### config.mk
export PLATFORM = sky130hd
export DESIGN_NAME = conditioned_shifter
export DESIGN_NICKNAME = d
export VERILOG_FILES = /design/src/rtl/conditioned_shifter.sv
export SDC_FILE = /design/constraint.sdc
export NUM_CORES = 1
export LEC_CHECK = 0
export CAP_MARGIN = 20
export CORE_MARGIN = 4
export CORE_UTILIZATION = 48
export CTS_CLUSTER_DIAMETER = 40
export CTS_CLUSTER_SIZE = 14
export DETAILED_ROUTE_END_ITERATION = 16
export PLACE_DENSITY = 0.75
export SETUP_SLACK_MARGIN = 0.5
export SYNTH_ARGS = -nofsm -noshare
export SYNTH_HDL_FRONTEND = slang
export SYNTH_SLANG_ARGS = --single-unit
### constraint.sdc
create_clock -name clk -period 1.25 [get_ports clk]
set_input_delay 0.25 -clock clk [delete_from_list [all_inputs] [get_ports clk]]
set_output_delay 0.25 -clock clk [all_outputs]
set_load 0.005 [all_outputs]
### src/rtl/conditioned_shifter.sv
// conditioned_shifter: debounced load/shift/dir/sdata controls driving a WIDTH-bit
// left/right shift register with a switch-selected LED window. Option macro: SHIFT_COUNT_EN.

module cond_debounce #(
  parameter int WAIT_TIME = 3
) (
  input  logic clk,
  input  logic reset,
  input  logic raw_i,
  output logic clean_o,
  output logic rise_o
);
  localparam int CW = (WAIT_TIME > 1) ? $clog2(WAIT_TIME) : 1;

  logic [1:0]    sync_q;
  logic [CW-1:0] cnt_q;
  logic          clean_q, clean_dly_q;

  always_ff @(posedge clk) begin
    if (reset) begin
      sync_q      <= '0;
      cnt_q       <= '0;
      clean_q     <= 1'b0;
      clean_dly_q <= 1'b0;
    end else begin
      sync_q      <= {sync_q[0], raw_i};
      clean_dly_q <= clean_q;
      if (sync_q[1] == clean_q) begin
        cnt_q <= '0;
      end else if (cnt_q == CW'(WAIT_TIME - 1)) begin
        clean_q <= sync_q[1];
        cnt_q   <= '0;
      end else begin
        cnt_q <= cnt_q + 1'b1;
      end
    end
  end

  assign clean_o = clean_q;
  assign rise_o  = clean_q & ~clean_dly_q;
endmodule

module conditioned_shifter #(
  parameter int WIDTH     = 8,
  parameter int LED_WIDTH = 4,
  parameter int SEL_WIDTH = 1,
  parameter int WAIT_TIME = 3,
  parameter int CNT_WIDTH = 4
) (
  input  logic                 clk,
  input  logic                 reset,
  input  logic                 pLoad,
  input  logic [WIDTH-1:0]     pdataIn,
  input  logic                 shift,
  input  logic                 dir,
  input  logic                 sdataIn,
  input  logic [SEL_WIDTH-1:0] ledSel,
  output logic [WIDTH-1:0]     parallelOut,
  output logic                 serialOut,
  output logic [LED_WIDTH-1:0] leds
`ifdef SHIFT_COUNT_EN
  ,
  output logic [CNT_WIDTH-1:0] shiftCount,
  output logic                 flushed
`endif
);
  localparam int NWIN = WIDTH / LED_WIDTH;

  if (WIDTH < 2 || (WIDTH % LED_WIDTH) != 0) begin : g_bad_width
    $error("conditioned_shifter: WIDTH must be >= 2 and a multiple of LED_WIDTH");
  end
  if ((2 ** SEL_WIDTH) < NWIN || WAIT_TIME < 1 || (2 ** CNT_WIDTH) <= WIDTH) begin : g_bad_cfg
    $error("conditioned_shifter: SEL_WIDTH, WAIT_TIME or CNT_WIDTH out of range");
  end

  // Conditioner lanes: 0 pLoad, 1 shift, 2 dir, 3 sdataIn
  logic [3:0] raw, clean, rise;
  assign raw = {sdataIn, dir, shift, pLoad};

  for (genvar i = 0; i < 4; i++) begin : g_cond
    cond_debounce #(.WAIT_TIME(WAIT_TIME)) u_cond (
      .clk     (clk),
      .reset   (reset),
      .raw_i   (raw[i]),
      .clean_o (clean[i]),
      .rise_o  (rise[i])
    );
  end

  logic unused_rise;
  assign unused_rise = rise[0] ^ rise[2] ^ rise[3];

  logic do_load, do_shift;
  assign do_load  = clean[0];
  assign do_shift = rise[1] & ~clean[0];

  logic [WIDTH-1:0] sh_q, sh_d;

  always_comb begin
    sh_d = sh_q;
    if (do_load)
      sh_d = pdataIn;
    else if (do_shift)
      sh_d = clean[2] ? {clean[3], sh_q[WIDTH-1:1]} : {sh_q[WIDTH-2:0], clean[3]};
  end

  always_ff @(posedge clk) begin
    if (reset) sh_q <= '0;
    else       sh_q <= sh_d;
  end

  assign parallelOut = sh_q;
  assign serialOut   = clean[2] ? sh_q[0] : sh_q[WIDTH-1];

  // Window select; a select beyond the last window blanks the LEDs
  logic [NWIN-1:0][LED_WIDTH-1:0] win;
  assign win = sh_q;

  always_comb begin
    leds = '0;
    for (int i = 0; i < NWIN; i++)
      if (int'(ledSel) == i) leds = win[i];
  end

`ifdef SHIFT_COUNT_EN
  logic [CNT_WIDTH-1:0] cnt_q, cnt_d;

  always_comb begin
    cnt_d = cnt_q;
    if (do_load)
      cnt_d = '0;
    else if (do_shift && cnt_q != CNT_WIDTH'(WIDTH))
      cnt_d = cnt_q + 1'b1;
  end

  always_ff @(posedge clk) begin
    if (reset) cnt_q <= '0;
    else       cnt_q <= cnt_d;
  end

  assign shiftCount = cnt_q;
  assign flushed    = (cnt_q == CNT_WIDTH'(WIDTH));
`endif
endmodule
==> metrics.txt, run 1 <==
H-tree depth 2; cell breakdown of the critical path mux2_4 -> buf_6; total wire length a little under 3000 um; Slew Limit Fails 0; Root Buffer clkbuf_4; Critical Path Max Stage Delay between 0.3 and 0.4 ns; final worst slack -0.104 ns; PortBufs 27; drt wl/cell ~15 um; total track usage approximately 18%; Die W between 50 and 60 um; CORE AREA 2300 um2; antenna cells 0; Max Fclk between 700 and 800 MHz; status finished with violations; failing checks setup timing; Routed Antenna Nets 0; startpoint types flip-flop; DRC 0; total CTS buffers 5; Mapped Cells approximately 120; Clock Latency Late Sink ~0.33 ns; minimum clock period between 1 and 1.5 ns; vias in the first global route 1010; crit path capture serialOut; RSZ-0062 raised after global routing true; class of the worst hold path in -> reg; DPL Wire Length slightly below 2000 um; Placed Cells incl. Taps ~180; Util after Layout between 80% and 90%; fill count between 100 and 150; RePlAce Congestion 0.790; CP arrival approximately 1.1 ns; syn_nets 134; DR vias/cell ~5.1; CP max-delay cell dfxtp_2; Clock Sinks 29; Hold WS roughly 0.39 ns; Fin Clk Skew between 0.009 and 0.01 ns; Final Hold Viols 0; Clock Tree Buf Depth 2; CP Launch Point g_cond[2].u_cond.clean_o; leakage power 0.822 nW; worst endpoint required time 1.00 ns; DR iter-0 viols 36; PD cells around 850 nW/um2; dpl ws -0.617 ns; pin count of the biggest net entering global routing 13; R2R Path Start g_cond[2].u_cond.clean_o; Ports 28; Avg Inst Size Synth 10.5 um2; fin crit share 108%; #FFs+latches synth 29; R2R Setup Slk 0 ns; endpoints failing setup 7; die height between 50 and 60 um; layout cell share with drive strength beyond 1 between 50% and 60%; Starting Density roughly 53%; Worst Path Class, Setup reg -> out; fin nets 191; Reg clk slew, reported paths 0.09 ns; Max-Cap Viols 0; Die ar. roughly 3400 um2; CTS tree yes; Worst R2R End g_cond[2].u_cond.cnt_q[0]; Finished Layout Cells 201; Worst VDD drop 959 uV; largest fanout on the critical path 2; row count 17; worst slew pin tran a little under 0.4 ns; yosys warns 0; Reg2Reg Depth 5; nature of the critical path endpoint output port; unique cell type count in the Yosys netlist 19; Area Overhead vs Synth 63.6%; register area share after synthesis 48.0%; routed vias approximately 1000; Synth Cell Area ~1200 um2; cts hold-fix bufs 0; Pre-Repair DR Iteration Count 4; initial antenna violation count 0; total grt overflow 0; slew margin rel. between 70% and 80%; first-pass GRT wire length around 4600 um
-- per-layer routing --
| layer | GRT usage (%) | vias up | part of all wire [%] |
|---|---|---|---|
| li1 | - | 506 | - |
| met1 | 21.5 | 481 | 41 |
| met2 | 31.0 | 30 | 52 |
| met3 | 6.24 | 5 | 6.0 |
| met4 | 6.95 | 0 | 1.3 |
| met5 | 0 | - | 0 |
-- layout make-up --
cell class	count	area (um2)	share of cell area (%)
Clock buffer	7	65.1	3.29
Inverter	5	18.8	0.949
Tap cell	28	35.0	1.77
Clock inverter	1	5.00	0.253
Sequential cell	29	616	31.1
Multi-Input combinational cell	77	682	34.5
Timing Repair Buffer	54	556	28.1
-- worst min-delay path by stage --
stage	slack [ns]	from	to	depth (start not counted)
floorplan	0.38	pLoad	g_cond[0].u_cond.sync_q[0]	1
global placement	0.39	g_cond[3].u_cond.cnt_q[0]	g_cond[3].u_cond.cnt_q[0]	1
detailed placement	0.39	g_cond[1].u_cond.cnt_q[0]	g_cond[1].u_cond.cnt_q[0]	1
CTS	0.37	reset	g_cond[2].u_cond.clean_o	3
global route	0.39	reset	g_cond[0].u_cond.clean_o	3
finish	0.39	reset	g_cond[2].u_cond.clean_o	3
-- sequential cells by signal, summed over array words and instances, names as in the netlist --
register	cells
g_cond.u_cond.sync_q	8
parallelOut	8
g_cond.u_cond.clean_o	4
g_cond.u_cond.cnt_q	8
g_cond.u_cond.clean_dly_q	1
-- cell usage after synthesis --
cell	count	share of area, %
a21oi_2	1	0.72
a32o_1	8	6.6
buf_2	1	0.41
buf_4	1	0.62
buf_6	1	0.93
clkbuf_1	1	0.31
dfxtp_1	29	48
ha_1	4	4.1
inv_1	4	1.2
inv_2	1	0.31
mux2_2	5	4.7
mux2i_1	12	9.9
nand2_1	8	2.5
nand2b_1	9	4.7
nor2_1	12	3.7
nor2b_1	9	4.7
nor3b_4	1	1.6
or3_1	4	2.1
xnor2_1	4	2.9
-- critical path, delay by kind of cell (launching register included) --
kind	cells	cell delay [ns]
buf+inv	1	0.12
flops	1	0.36
mux	1	0.30
-- layout by cell type (no fill, tap or decap), drive strengths merged --
cell type and n:
buf 40, dfxtp 29, clkdlybuf4s50 12, mux2i 12
nor2 12, nor2b 9, nand2b 9, nand2 8
a32o 8, clkbuf 7, inv 5, mux2 5
ha 4, xnor2 4, or3 4, dlygate4sd2 2
a21oi 1, nor3b 1, clkinv 1
-- kinds of logic after synthesis --
kind of cell	share of synthesized area, %
mux	14.6
buf+inv	3.83
flops	48.0
xor+xnor	2.90
compound gates	7.35
fa+ha+maj	4.14
simple gates	19.2
-- power by group --
part	switching, W	internal (W)	leakage (nW)
Sequential	0.00000812	0.000931	0.247
Combinational	0.0000342	0.0000735	0.534
Clock	0.000313	0.000325	0.0413
-- repair_timing --
action	in CTS	in global routing
hold endpoints to repair	0	0
cloned	1	0
pin swaps	4	5
resized for setup	89	16
buffers inserted	4	5
endpoints found under the setup margin	40	33
-- through the flow --
stage	TNS (ns)	instance area [um2]	total power, W
after floorplan	0	1290	0.00101
after global placement	-4.87	1690	0.00107
after detailed placement	-5.37	1690	0.00107
after CTS	-0.482	1890	0.00171
after global routing	-0.807	1980	0.00178
final	-0.408	1980	0.00169
No activity file was read; power rests on OpenSTA's default activity.
==> run 2, diff against run 1 <==
- PLACE_DENSITY: 0.75 -> 0.77
==> metrics.txt, run 2 (synthesis gave the netlist of run 1 again) <==
status finished with violations; failing checks setup timing; Worst VDD drop ~1100 uV; worst endpoint required time 1.49 ns; DPL Wire Length 2050 um; minimum clock period approximately 1.5 ns; first-pass GRT wire length ~5000 um; Clock Sinks 29; antenna cells 0; Critical Path Max Stage Delay 0.35 ns; Pre-Repair DR Iteration Count 4; cts hold-fix bufs 0; PortBufs 27; class of the worst hold path in -> reg; DR iter-0 viols 47; drt wl/cell roughly 21 um; Clock Tree Buf Depth 2; total wire length 4520 um; Final Hold Viols 0; most frequent cells in the layout 29 x buf_6, 18 x buf_4, 16 x dfxtp_2; DRC 0; PD cells just under 900 nW/um2; slew margin rel. 84.5%; commonest non-fill, non-tap cell in the layout buf_6; Root Buffer clkbuf_4; row count 17; Fin Clk Skew between 0.015 and 0.02 ns; pin count of the biggest net entering global routing 10; Clock Latency Late Sink about 0.34 ns; Routed Antenna Nets 0; total CTS buffers 5; CP delay by family, top buffers and inverters; RSZ-0062 raised after global routing true; vias in the first global route 1058; Die W 58.2 um; routed vias between 1000 and 1500; startpoint types flip-flop; die height 58.2 um; RePlAce Congestion roughly 0.78; fin crit share 117%; final worst slack -0.211 ns; Starting Density 52.6%; total track usage between 20% and 30%; DR vias/cell 5.43; Ports 28; CP max-delay cell dfxtp_2; Hold WS approximately 0.43 ns; Max Fclk 685 MHz; worst slew pin tran about 0.23 ns; Util after Layout between 90% and 100%; initial antenna violation count 0; cell breakdown of the critical path buf_4 -> bufbuf_16 -> mux2i_1 -> nand2_1 -> a32o_1; endpoints failing setup 16; largest fanout on the critical path 5; CTS tree yes; fill count 75; Worst Path Class, Setup reg -> reg; total grt overflow 0; leakage power roughly 0.88 nW; Max-Cap Viols 0; H-tree depth 2; layout cell share with drive strength beyond 1 around 57%; CP arrival 1.70 ns; Reg clk slew, reported paths 0.10 ns; fin nets roughly 200; Slew Limit Fails 0; Die ar. between 3000 and 4000 um2; Area Overhead vs Synth 75.5%; CORE AREA roughly 2300 um2; WP buf/inv 2; nature of the critical path endpoint flip-flop
## run 2: where the power goes
group	internal (W)	switching (W)
sequential	0.000932	0.0000111
clock	0.000477	0.000352
combinational	0.0000773	0.0000472
total	0.00149	0.000410
## run 2: metal layers
metal | up-vias | global-route usage (%) | share of wire, %
li1 | 526 | - | -
met2 | 42 | 38.2 | 54
met3 | 16 | 7.57 | 4.0
met5 | - | 0 | 0
met1 | 562 | 21.7 | 38
met4 | 0 | 9.27 | 3.6
## run 2: tightest hold or removal path, delay by kind of cell
family | cells | cell delay (ns)
buf+inv | 2 | 0.42
simple gates | 1 | 0.05
## run 2: path summary, 6_finish.rpt
| path | start | to | slack, ns | cells after the start |
|---|---|---|---|---|
| worst max register to register | g_cond[2].u_cond.clean_o | parallelOut[0] | -0.21 | 5 |
| worst min-delay path | reset | g_cond[0].u_cond.clean_o | 0.43 | 3 |
| worst max-delay path | g_cond[2].u_cond.clean_o | parallelOut[0] | -0.21 | 5 |
| worst min register to register | g_cond[1].u_cond.sync_q[0] | g_cond[1].u_cond.sync_q[1] | 0.44 | 1 |
## run 2: area by class of cell
type / instances / area, um2 / share of cell area (%)
tap: 28 / 35.0 / 1.65
clock buffer: 7 / 55.1 / 2.60
inverter: 5 / 18.8 / 0.885
clock inverter: 1 / 30.0 / 1.42
multi-input combinational: 77 / 708 / 33.4
timing repair buffer: 64 / 658 / 31.0
sequential: 29 / 616 / 29.0
## run 2: metrics by stage
stage | power, W | cells | worst slack [ns] | setup TNS [ns] | cell area, um2
2_1_floorplan | 0.00101 | 115 | 0.210 | 0 | 1290
3_3_place_gp | 0.00107 | 185 | -0.577 | -5.52 | 1700
3_5_place_dp | 0.00107 | 185 | -0.627 | -5.94 | 1700
4_1_cts | 0.00187 | 202 | -0.106 | -0.561 | 1950
5_1_grt | 0.00194 | 211 | -0.266 | -1.76 | 2120
6_report | 0.00190 | 211 | -0.211 | -1.09 | 2120
## run 2: timing repair
| action | in CTS | in global routing |
|---|---|---|
| setup buffers | 8 | 9 |
| endpoints found under the setup margin | 41 | 33 |
| gates cloned | 1 | 0 |
| pin swaps | 6 | 12 |
| gates resized for setup | 92 | 25 |
| endpoints found under the hold margin | 0 | 0 |
